--- src/rtl/bcp_imp_scheduler.sv ---
// Implication scheduler for BCP: collects implied literals into a pending bitmap,
// issues them highest-index first through a valid/ready offer register, and flags
// opposite-polarity implications as a conflict.
module bcp_imp_scheduler #(
    parameter int unsigned VAR_NUM     = 8,
    parameter int unsigned VAR_NUM_LOG = 3
) (
    input  logic                   clk,
    input  logic                   rst,
    input  logic                   clr,
    input  logic                   start,
    input  logic [VAR_NUM-1:0]     imp_valid_i,
    input  logic [VAR_NUM-1:0]     imp_val_i,
    output logic                   out_valid,
    input  logic                   out_ready,
    output logic [VAR_NUM_LOG-1:0] out_var,
    output logic                   out_val,
    output logic                   busy,
    output logic                   done,
    output logic                   conflict,
    output logic [VAR_NUM_LOG-1:0] conflict_var,
    output logic [VAR_NUM_LOG:0]   issue_cnt
);

    typedef enum logic [1:0] {StIdle, StRun, StDone, StConflict} state_e;

    state_e                 state_q, state_d;
    logic [VAR_NUM-1:0]     pend_q, pend_d;
    logic [VAR_NUM-1:0]     pol_q, pol_d;
    logic [VAR_NUM-1:0]     asg_q, asg_d;
    logic                   out_valid_q, out_valid_d;
    logic [VAR_NUM_LOG-1:0] out_var_q, out_var_d;
    logic                   out_val_q, out_val_d;
    logic [VAR_NUM_LOG:0]   cnt_q, cnt_d;
    logic [VAR_NUM_LOG-1:0] cvar_q, cvar_d;

    logic                   samp;
    logic [VAR_NUM-1:0]     known;
    logic [VAR_NUM-1:0]     conf_bits;
    logic [VAR_NUM-1:0]     new_bits;
    logic                   any_conf;
    logic [VAR_NUM_LOG-1:0] pend_idx;
    logic [VAR_NUM_LOG-1:0] conf_idx;
    logic                   accept;
    logic                   load;

    // Strobe classification and highest-index selection on registered state
    always_comb begin
        samp      = (state_q == StIdle) || (state_q == StRun);
        known     = pend_q | asg_q;
        conf_bits = samp ? (imp_valid_i & known & (imp_val_i ^ pol_q)) : '0;
        new_bits  = samp ? (imp_valid_i & ~known) : '0;
        any_conf  = |conf_bits;
        pend_idx  = '0;
        conf_idx  = '0;
        for (int i = 0; i < int'(VAR_NUM); i++) begin
            if (pend_q[i]) pend_idx = VAR_NUM_LOG'(i);
            if (conf_bits[i]) conf_idx = VAR_NUM_LOG'(i);
        end
        accept = out_valid_q & out_ready;
        // A conflicting cycle never loads a new offer
        load   = (state_q == StRun) && !any_conf && (!out_valid_q || out_ready) && (|pend_q);
    end

    // Next-state logic for FSM, bitmaps, offer register and counters
    always_comb begin
        state_d     = state_q;
        pend_d      = pend_q | new_bits;
        pol_d       = (pol_q & ~new_bits) | (imp_val_i & new_bits);
        asg_d       = asg_q;
        out_valid_d = out_valid_q;
        out_var_d   = out_var_q;
        out_val_d   = out_val_q;
        cnt_d       = cnt_q;
        cvar_d      = cvar_q;

        if (accept) begin
            out_valid_d = 1'b0;
            if (cnt_q != '1) cnt_d = cnt_q + 1'b1;
        end

        if (load) begin
            out_valid_d      = 1'b1;
            out_var_d        = pend_idx;
            out_val_d        = pol_q[pend_idx];
            pend_d[pend_idx] = 1'b0;
            asg_d[pend_idx]  = 1'b1;
        end

        unique case (state_q)
            StIdle, StRun: begin
                if (any_conf) begin
                    state_d     = StConflict;
                    cvar_d      = conf_idx;
                    pend_d      = '0;
                    out_valid_d = 1'b0;
                end else if (state_q == StIdle) begin
                    if (start) begin
                        state_d = StRun;
                        cnt_d   = '0;
                    end
                end else if ((pend_q == '0) && !out_valid_q && (imp_valid_i == '0)) begin
                    state_d = StDone;
                end
            end
            StDone:     state_d = StIdle;
            StConflict: state_d = StConflict;
            default:    state_d = StIdle;
        endcase
    end

    // State registers; rst and clr both return the block to a clean idle round
    always_ff @(posedge clk) begin
        if (rst || clr) begin
            state_q     <= StIdle;
            pend_q      <= '0;
            pol_q       <= '0;
            asg_q       <= '0;
            out_valid_q <= 1'b0;
            out_var_q   <= '0;
            out_val_q   <= 1'b0;
            cnt_q       <= '0;
            cvar_q      <= '0;
        end else begin
            state_q     <= state_d;
            pend_q      <= pend_d;
            pol_q       <= pol_d;
            asg_q       <= asg_d;
            out_valid_q <= out_valid_d;
            out_var_q   <= out_var_d;
            out_val_q   <= out_val_d;
            cnt_q       <= cnt_d;
            cvar_q      <= cvar_d;
        end
    end

    assign out_valid    = out_valid_q;
    assign out_var      = out_var_q;
    assign out_val      = out_val_q;
    assign busy         = (state_q == StRun);
    assign done         = (state_q == StDone);
    assign conflict     = (state_q == StConflict);
    assign conflict_var = cvar_q;
    assign issue_cnt    = cnt_q;

endmodule

--- config.mk ---
export PLATFORM = sky130hd
export DESIGN_NAME = bcp_imp_scheduler
export DESIGN_NICKNAME = d
export VERILOG_FILES = /design/src/rtl/bcp_imp_scheduler.sv
export SDC_FILE = /design/constraint.sdc
export NUM_CORES = 1
export LEC_CHECK = 0
export ABC_CLOCK_PERIOD_IN_PS = 2270
export CELL_PAD_IN_SITES_DETAIL_PLACEMENT = 1
export CELL_PAD_IN_SITES_GLOBAL_PLACEMENT = 1
export CORE_MARGIN = 2
export CORE_UTILIZATION = 40
export DETAILED_ROUTE_END_ITERATION = 8
export PLACE_DENSITY_LB_ADDON = 0.1
export SYNTH_ARGS = -nofsm -noshare
export SYNTH_HDL_FRONTEND = slang
export SYNTH_SLANG_ARGS = --single-unit
--- constraint.sdc ---
create_clock -name clk -period 2.27 [get_ports clk]
set_clock_uncertainty 0.15 [all_clocks]
set_input_delay 0.3405 -clock clk [delete_from_list [all_inputs] [get_ports clk]]
set_output_delay 0.3405 -clock clk [all_outputs]
set_load 0.005 [all_outputs]
==> metrics.md, run 1 <==
| Metric | Value |
|---|---|
| CP Max Fanout | `4` |
| Total wire length | `5.857 mm` |
| TritonCTS Buffers | `5` |
| Die H | `75.87 microns` |
| RSZ-0062 raised after global routing | `true` |
| Top cell type's share of synthesized area | `36.83%` |
| Post-Syn Instances | `226` |
| Worst path slowest cell | `clkdlybuf4s50_1` |
| TritonCTS clock tree | `done` |
| MaxCap Viol Count | `0` |
| Post-synth EDFFs | `0` |
| Startpoint types | `input port` |
| Drt drc | `0` |
| Setup TNS | `0 ns` |
| Crit path depth | `8` |
| Skew-Pair Late Insertion Delay | `0.29 ns` |
| Vias | `1893` |
| Routed wl met3 | `138 microns` |
| Initial Util | `40.97%` |
| Yosys reg bits | `38` |
| Worst setup path end | `pend_q[4]` |
| CP cell instances | `clkdlybuf4s50_1 > xnor2_1 > nor3_1 > nor4_4 > nand3_2 > buf_4 > o41ai_2 > a21oi_1` |
| Root buf cell | `clkbuf_8` |
| Main synth FF type | `dfxtp_1` |
| Clock Tree Buf Depth | `2` |
| Final setup fails | `0` |
| Core area | `5042 sq um` |
| # nets final | `313` |
| Worst Path Buf+Inv | `2` |
| Met1 WL | `2.690 mm` |
| Worst Hold Class | `reg2reg` |
| Yosys cell types | `52` |
| Synthesized area | `2066 sq um` |
| Overall Global Routing Usage | `21.42%` |
| Outcome | `finished clean` |
| Delay-heaviest family, CP | `simple AND/OR/NAND/NOR gates` |
| Syn nets | `248` |
| Yosys warns | `0` |
| Commonest non-fill, non-tap cells in the layout | `nor2_1 (39), dfxtp_1 (36), clkdlybuf4s50_1 (35)` |
| Share of cells above drive strength 1 | `23.10%` |
| Leakage | `1.026 nW` |
| Routed WL per cell | `16.27 microns` |
| VDD IR max | `0.2901 mV` |
| Crit path time final | `2.206 ns` |
| RD Place Congestion | `0.8278` |
| Relative slew margins | `67.62%` |
| CTS HTree Levels | `2` |
| Hold_buf cts | `0` |
| Mapped Avg Cell Area | `9.140 sq um` |
| Area Growth Syn to Fin | `34.46%` |
| N_diodes | `0` |
| Pwr/cell area | `580.3 nW/um^2` |
| Setup crit start | `imp_val_i[3]` |
| Area contributors post-synth | `dfxtp_1 (37%), nor2_1 (7.1%), mux2i_1 (6.3%)` |
| Register-to-register setup slack | `0.10 ns` |
| Slowest stage delay, CP | `0.50 ns` |
| Critical Path AT | `2.23 ns` |
| Final Hold Viols | `0` |
| Die Wd | `75.87 microns` |
| Via-to-Cell Ratio | `5.258` |
| Post-route ant nets | `0` |
| Clock-pin slew on the worst setup and hold paths | `0.07 ns` |
| PortBufs | `35` |
| Sink Count | `38` |
| Drt pass-1 iters | `4` |
| Pin count of the biggest net entering global routing | `14` |
| Dpl hpwl | `4.407 mm` |
| FP Rows | `26` |
| CP required | `2.29 ns` |
| CP Class | `in2reg` |
| Highest Clock Rate | `453.4 MHz` |
| Share of flip-flops with an asynchronous set or reset | `0%` |
| I/O pin cnt | `36` |
| Worst reg2reg path endpoint | `pend_q[4]` |
| Iter 0 DRT Violations | `84` |
| Die area | `5756 sq um` |
| Overflow after GRT | `0` |
| Worst Reg-to-Reg Cells | `8` |
| First-pass GRT wire length | `8.983 mm` |
| Routed met2 length | `2.925 mm` |
| Post-synthesis sequential area ratio | `36.83%` |
| Crit Reg-Reg Startpoint | `state_q[1]` |
| Slew Limit Fails | `0` |
| Top cell type by total area after synthesis | `dfxtp_1` |
| Leading cell type in the layout, fill and taps excluded | `nor2_1` |
| Initial antenna violation count | `0` |
| Max layer used | `met4` |
| Vias in the first global route | `1783` |
| Util after Layout | `55.09%` |
| Slew of the pin with the lowest slew margin | `0.4807 ns` |
| Final worst path period share | `97.16%` |
| CP endpoint kind | `flip-flop` |
worst min-delay path, stage by stage (launching register included):
cell	delay [ns]
dfxtp_1	0.31
nand2_1	0.05
a21oi_1	0.05
per-stage QoR:
step	hold slack [ns]	instance area (sq um)	total power (W)	setup WS [ns]	std cells
after detailed placement	0.2975	2638	0.001118	-0.2488	350
after global routing	0.3332	2778	0.001686	-0.03871	360
after CTS	0.3077	2721	0.001590	0.04076	356
after floorplan	0.2873	2066	0.0009754	0.4093	226
final	0.3050	2778	0.001612	0.06438	360
after global placement	0.2917	2638	0.001114	-0.1776	350
cell usage after synthesis (4+ instances only):
cell and n:
dfxtp_1 38, nor3_1 14, nor2_1 39, nor3_2 8, nand3_1 4, xnor2_1 9, buf_6 5, a21oi_1 17
o21a_1 8, inv_1 7, nand2_1 4, mux2i_1 13, a31oi_1 4, nand2b_1 7
repair_timing:
action,4_1_cts,5_1_grt
gates resized for setup,1,4
pin swaps,0,2
setup buffers,0,4
endpoints found under the setup margin,4,10
cloned,0,0
worst min path at each step:
stage / start / cells after the start / to / slack [ns]
2_1_floorplan: asg_q[4] / 2 / asg_q[4] / 0.29
3_3_place_gp: conflict_var[2] / 2 / conflict_var[2] / 0.29
3_5_place_dp: conflict_var[2] / 2 / conflict_var[2] / 0.30
4_1_cts: conflict_var[2] / 2 / conflict_var[2] / 0.31
5_1_grt: conflict_var[2] / 2 / conflict_var[2] / 0.33
6_report: conflict_var[2] / 2 / conflict_var[2] / 0.30
cell type report:
cell class                      instances  area (sq um)
Fill cell                             598          2265
Multi-Input combinational cell        172          1212
Sequential cell                        38         765.7
Timing Repair Buffer                   67         603.1
Tap cell                               70         87.58
Clock buffer                            6         82.58
Inverter                                7         26.28
report_power, final:
part | leakage (nW) | switching, W | internal [W]
logic | 0.673 | 0.000205 | 0.000207
registers | 0.309 | 0.0000357 | 0.000691
clock network | 0.0431 | 0.000239 | 0.000235
routing by layer:
| layer | up-vias | track usage [%] |
|---|---|---|
| met3 | 11 | 3.175 |
| li1 | 945 | - |
| met1 | 911 | 28.01 |
| met5 | - | 0 |
| met4 | 0 | 9.162 |
| met2 | 26 | 35.06 |
cells by family after synthesis:
| kind of cell | count (synthesis) | share of synthesized area, % |
|---|---|---|
| flip-flops | 38 | 36.83 |
| multiplexers | 13 | 6.299 |
| buffers and inverters | 16 | 4.966 |
| AO/OA/AOI/OAI | 45 | 16.42 |
| AND/OR/NAND/NOR | 104 | 31.07 |
| XOR/XNOR | 9 | 3.816 |
| adder cells (fa/ha/maj) | 1 | 0.6056 |
No activity file was read; power rests on OpenSTA's default activity.
==> run 2: changes to the inputs <==
- CORE_MARGIN: 2 -> default
- PLACE_DENSITY_LB_ADDON: 0.1 -> 0.3
==> metrics.md, run 2 (synthesized netlist as in run 1, its figures left out) <==
| Metric | Value |
|---|---|
| Leading cell type in the layout, fill and taps excluded | `nor2_1` |
| Critical Path AT | `2.20 ns (-0.03 ns)` |
| Placed cells | `345 (-1.4%)` |
| Drt drc | `0 (unchanged)` |
| Outcome | `finished clean` |
| Overall Global Routing Usage | `23.88% (+2.5 points)` |
| CP Class | `in2reg` |
| Startpoint types | `input port` |
| Worst Path Buf+Inv | `3 (+1)` |
| Setup TNS | `0 ns (unchanged)` |
| Vias in the first global route | `1993 (+12%)` |
| Share of cells above drive strength 1 | `22.15% (-0.96 points)` |
| Final non-filler cell total | `356 (-1.1%)` |
| Post-route ant nets | `0 (unchanged)` |
| Crit path time final | `2.176 ns (-0.02933 ns)` |
| Final setup fails | `0 (unchanged)` |
| Overflow after GRT | `0 (unchanged)` |
| FP Rows | `25 (-3.8%)` |
| N_diodes | `0 (unchanged)` |
| Slew of the pin with the lowest slew margin | `0.5358 ns (+0.05515 ns)` |
| CP required | `2.30 ns (about the same)` |
| TritonCTS clock tree | `done` |
| Worst Hold Class | `reg2reg` |
| Iter 0 DRT Violations | `60 (-29%)` |
| Sink Count | `38 (unchanged)` |
| First-pass GRT wire length | `9.611 mm (+7.0%)` |
| Via-to-Cell Ratio | `5.419 (+3.0%)` |
| PortBufs | `35 (unchanged)` |
| Area Growth Syn to Fin | `33.80%` |
| Root buf cell | `clkbuf_8` |
| Initial antenna violation count | `0 (unchanged)` |
| Commonest non-fill, non-tap cells in the layout | `nor2_1 (39), dfxtp_1 (37), clkdlybuf4s50_1 (35)` |
| Clock Tree Buf Depth | `2 (unchanged)` |
| CP Max Fanout | `6 (+2)` |
| WHS | `0.3064 ns (+0.001486 ns)` |
| Initial Util | `42.61% (+1.6 points)` |
| Clock-pin slew on the worst setup and hold paths | `0.07 ns (about the same)` |
| CP endpoint kind | `flip-flop` |
| Final Hold Viols | `0 (unchanged)` |
| RSZ-0062 raised after global routing | `true` |
| Most frequent cell on the critical path | `buf_4` |
| Skew-Pair Late Insertion Delay | `0.29 ns (about the same)` |
| # nets final | `310 (-0.96%)` |
| Pin count of the biggest net entering global routing | `13 (-1)` |
| Routed WL per cell | `17.22 microns (+5.8%)` |
| Total wire length | `6.129 mm (+4.6%)` |
| Core area | `4848 sq um (-3.8%)` |
| Die Wd | `73.87 microns (-2.6%)` |
| Delay-heaviest family, CP | `buffers and inverters` |
| Util after Layout | `57.01% (+1.9 points)` |
| Relative slew margins | `63.90% (-3.7 points)` |
| TritonCTS Buffers | `5 (unchanged)` |
| MaxCap Viol Count | `0 (unchanged)` |
| Highest Clock Rate | `459.5 MHz (+1.3%)` |
| Die area | `5456 sq um (-5.2%)` |
| CP cell instances | `clkdlybuf4s50_1 > xnor2_1 > nor4b_2 > buf_4 > nor4_4 > nand3_2 > buf_4 > o41ai_2 > a21oi_1` |
| VDD IR max | `0.2975 mV (+2.5%)` |
| Slowest stage delay, CP | `0.49 ns (about the same)` |
| CTS HTree Levels | `2 (unchanged)` |
| Worst path slowest cell | `clkdlybuf4s50_1` |
| Leakage | `1.013 nW (-1.3%)` |
| RD Place Congestion | `0.7795 (-5.8%)` |
| Final worst path period share | `95.87% (-1.3 points)` |
| Drt pass-1 iters | `4 (unchanged)` |
| Pwr/cell area | `614.3 nW/um^2 (+5.9%)` |
| Vias | `1929 (+1.9%)` |
| Dpl hpwl | `4.608 mm (+4.6%)` |
| I/O pin cnt | `36 (unchanged)` |
| Slew Limit Fails | `0 (unchanged)` |
| Die H | `73.87 microns (-2.6%)` |
| Total power | `0.001698 W (+5.3%)` |
==> run 2: layout make-up <==
| type | instances | area, sq um |
|---|---|---|
| inverter | 7 | 26.28 |
| multi-input combinational | 173 | 1225 |
| timing repair buffer | 63 | 560.5 |
| tap | 67 | 83.83 |
| clock buffer | 7 | 76.32 |
| sequential | 38 | 762.0 |
| fill | 571 | 2085 |
| clock inverter | 1 | 30.03 |
==> run 2: worst paths after layout <==
path | from | depth (start not counted) | slack (ns) | endpoint
worst max-delay path | imp_val_i[4] | 9 | 0.09 | pend_q[4]
worst min-delay path | conflict_var[2] | 2 | 0.31 | conflict_var[2]
worst max register to register | pend_q[4] | 8 | 0.15 | pend_q[4]
worst min register to register | conflict_var[2] | 2 | 0.31 | conflict_var[2]
==> run 2: worst register-to-register path, cell delays in order (launching register included) <==
cell and delay (ns):
dfxtp_1 0.44, nor2_2 0.18, nor4b_2 0.07, buf_4 0.15, nor4_4 0.37, nand3_2 0.14, buf_4 0.19, o41ai_2 0.22
a21oi_1 0.11
==> run 2: through the flow <==
step | setup slack [ns] | instance area [sq um]
6_report | 0.09371 | 2764
5_1_grt | -0.06748 | 2764
4_1_cts | 0.02669 | 2725
3_5_place_dp | -0.2003 | 2619
3_3_place_gp | -0.1122 | 2619
2_1_floorplan | 0.4093 | 2066
==> run 2: repair_timing <==
item	4_1_cts	5_1_grt
resized for setup	0	4
hold buffers	0	0
setup endpoints to repair	0	4
buffers inserted	0	2
==> run 2: power breakdown <==
| part | switching [W] | total [W] | internal [W] |
|---|---|---|---|
| clock | 0.000238 | 0.000567 | 0.000329 |
| sequential | 0.0000356 | 0.000727 | 0.000691 |
| combinational | 0.000210 | 0.000404 | 0.000194 |
==> run 2: per-layer routing <==
layer / wire length, microns / up-vias / GRT usage [%]
li1: - / 938 / -
met1: 2685 / 938 / 28.73
met2: 3106 / 38 / 42.00
met3: 195 / 15 / 4.527
met4: 142 / 0 / 8.761
met5: 0 / - / 0
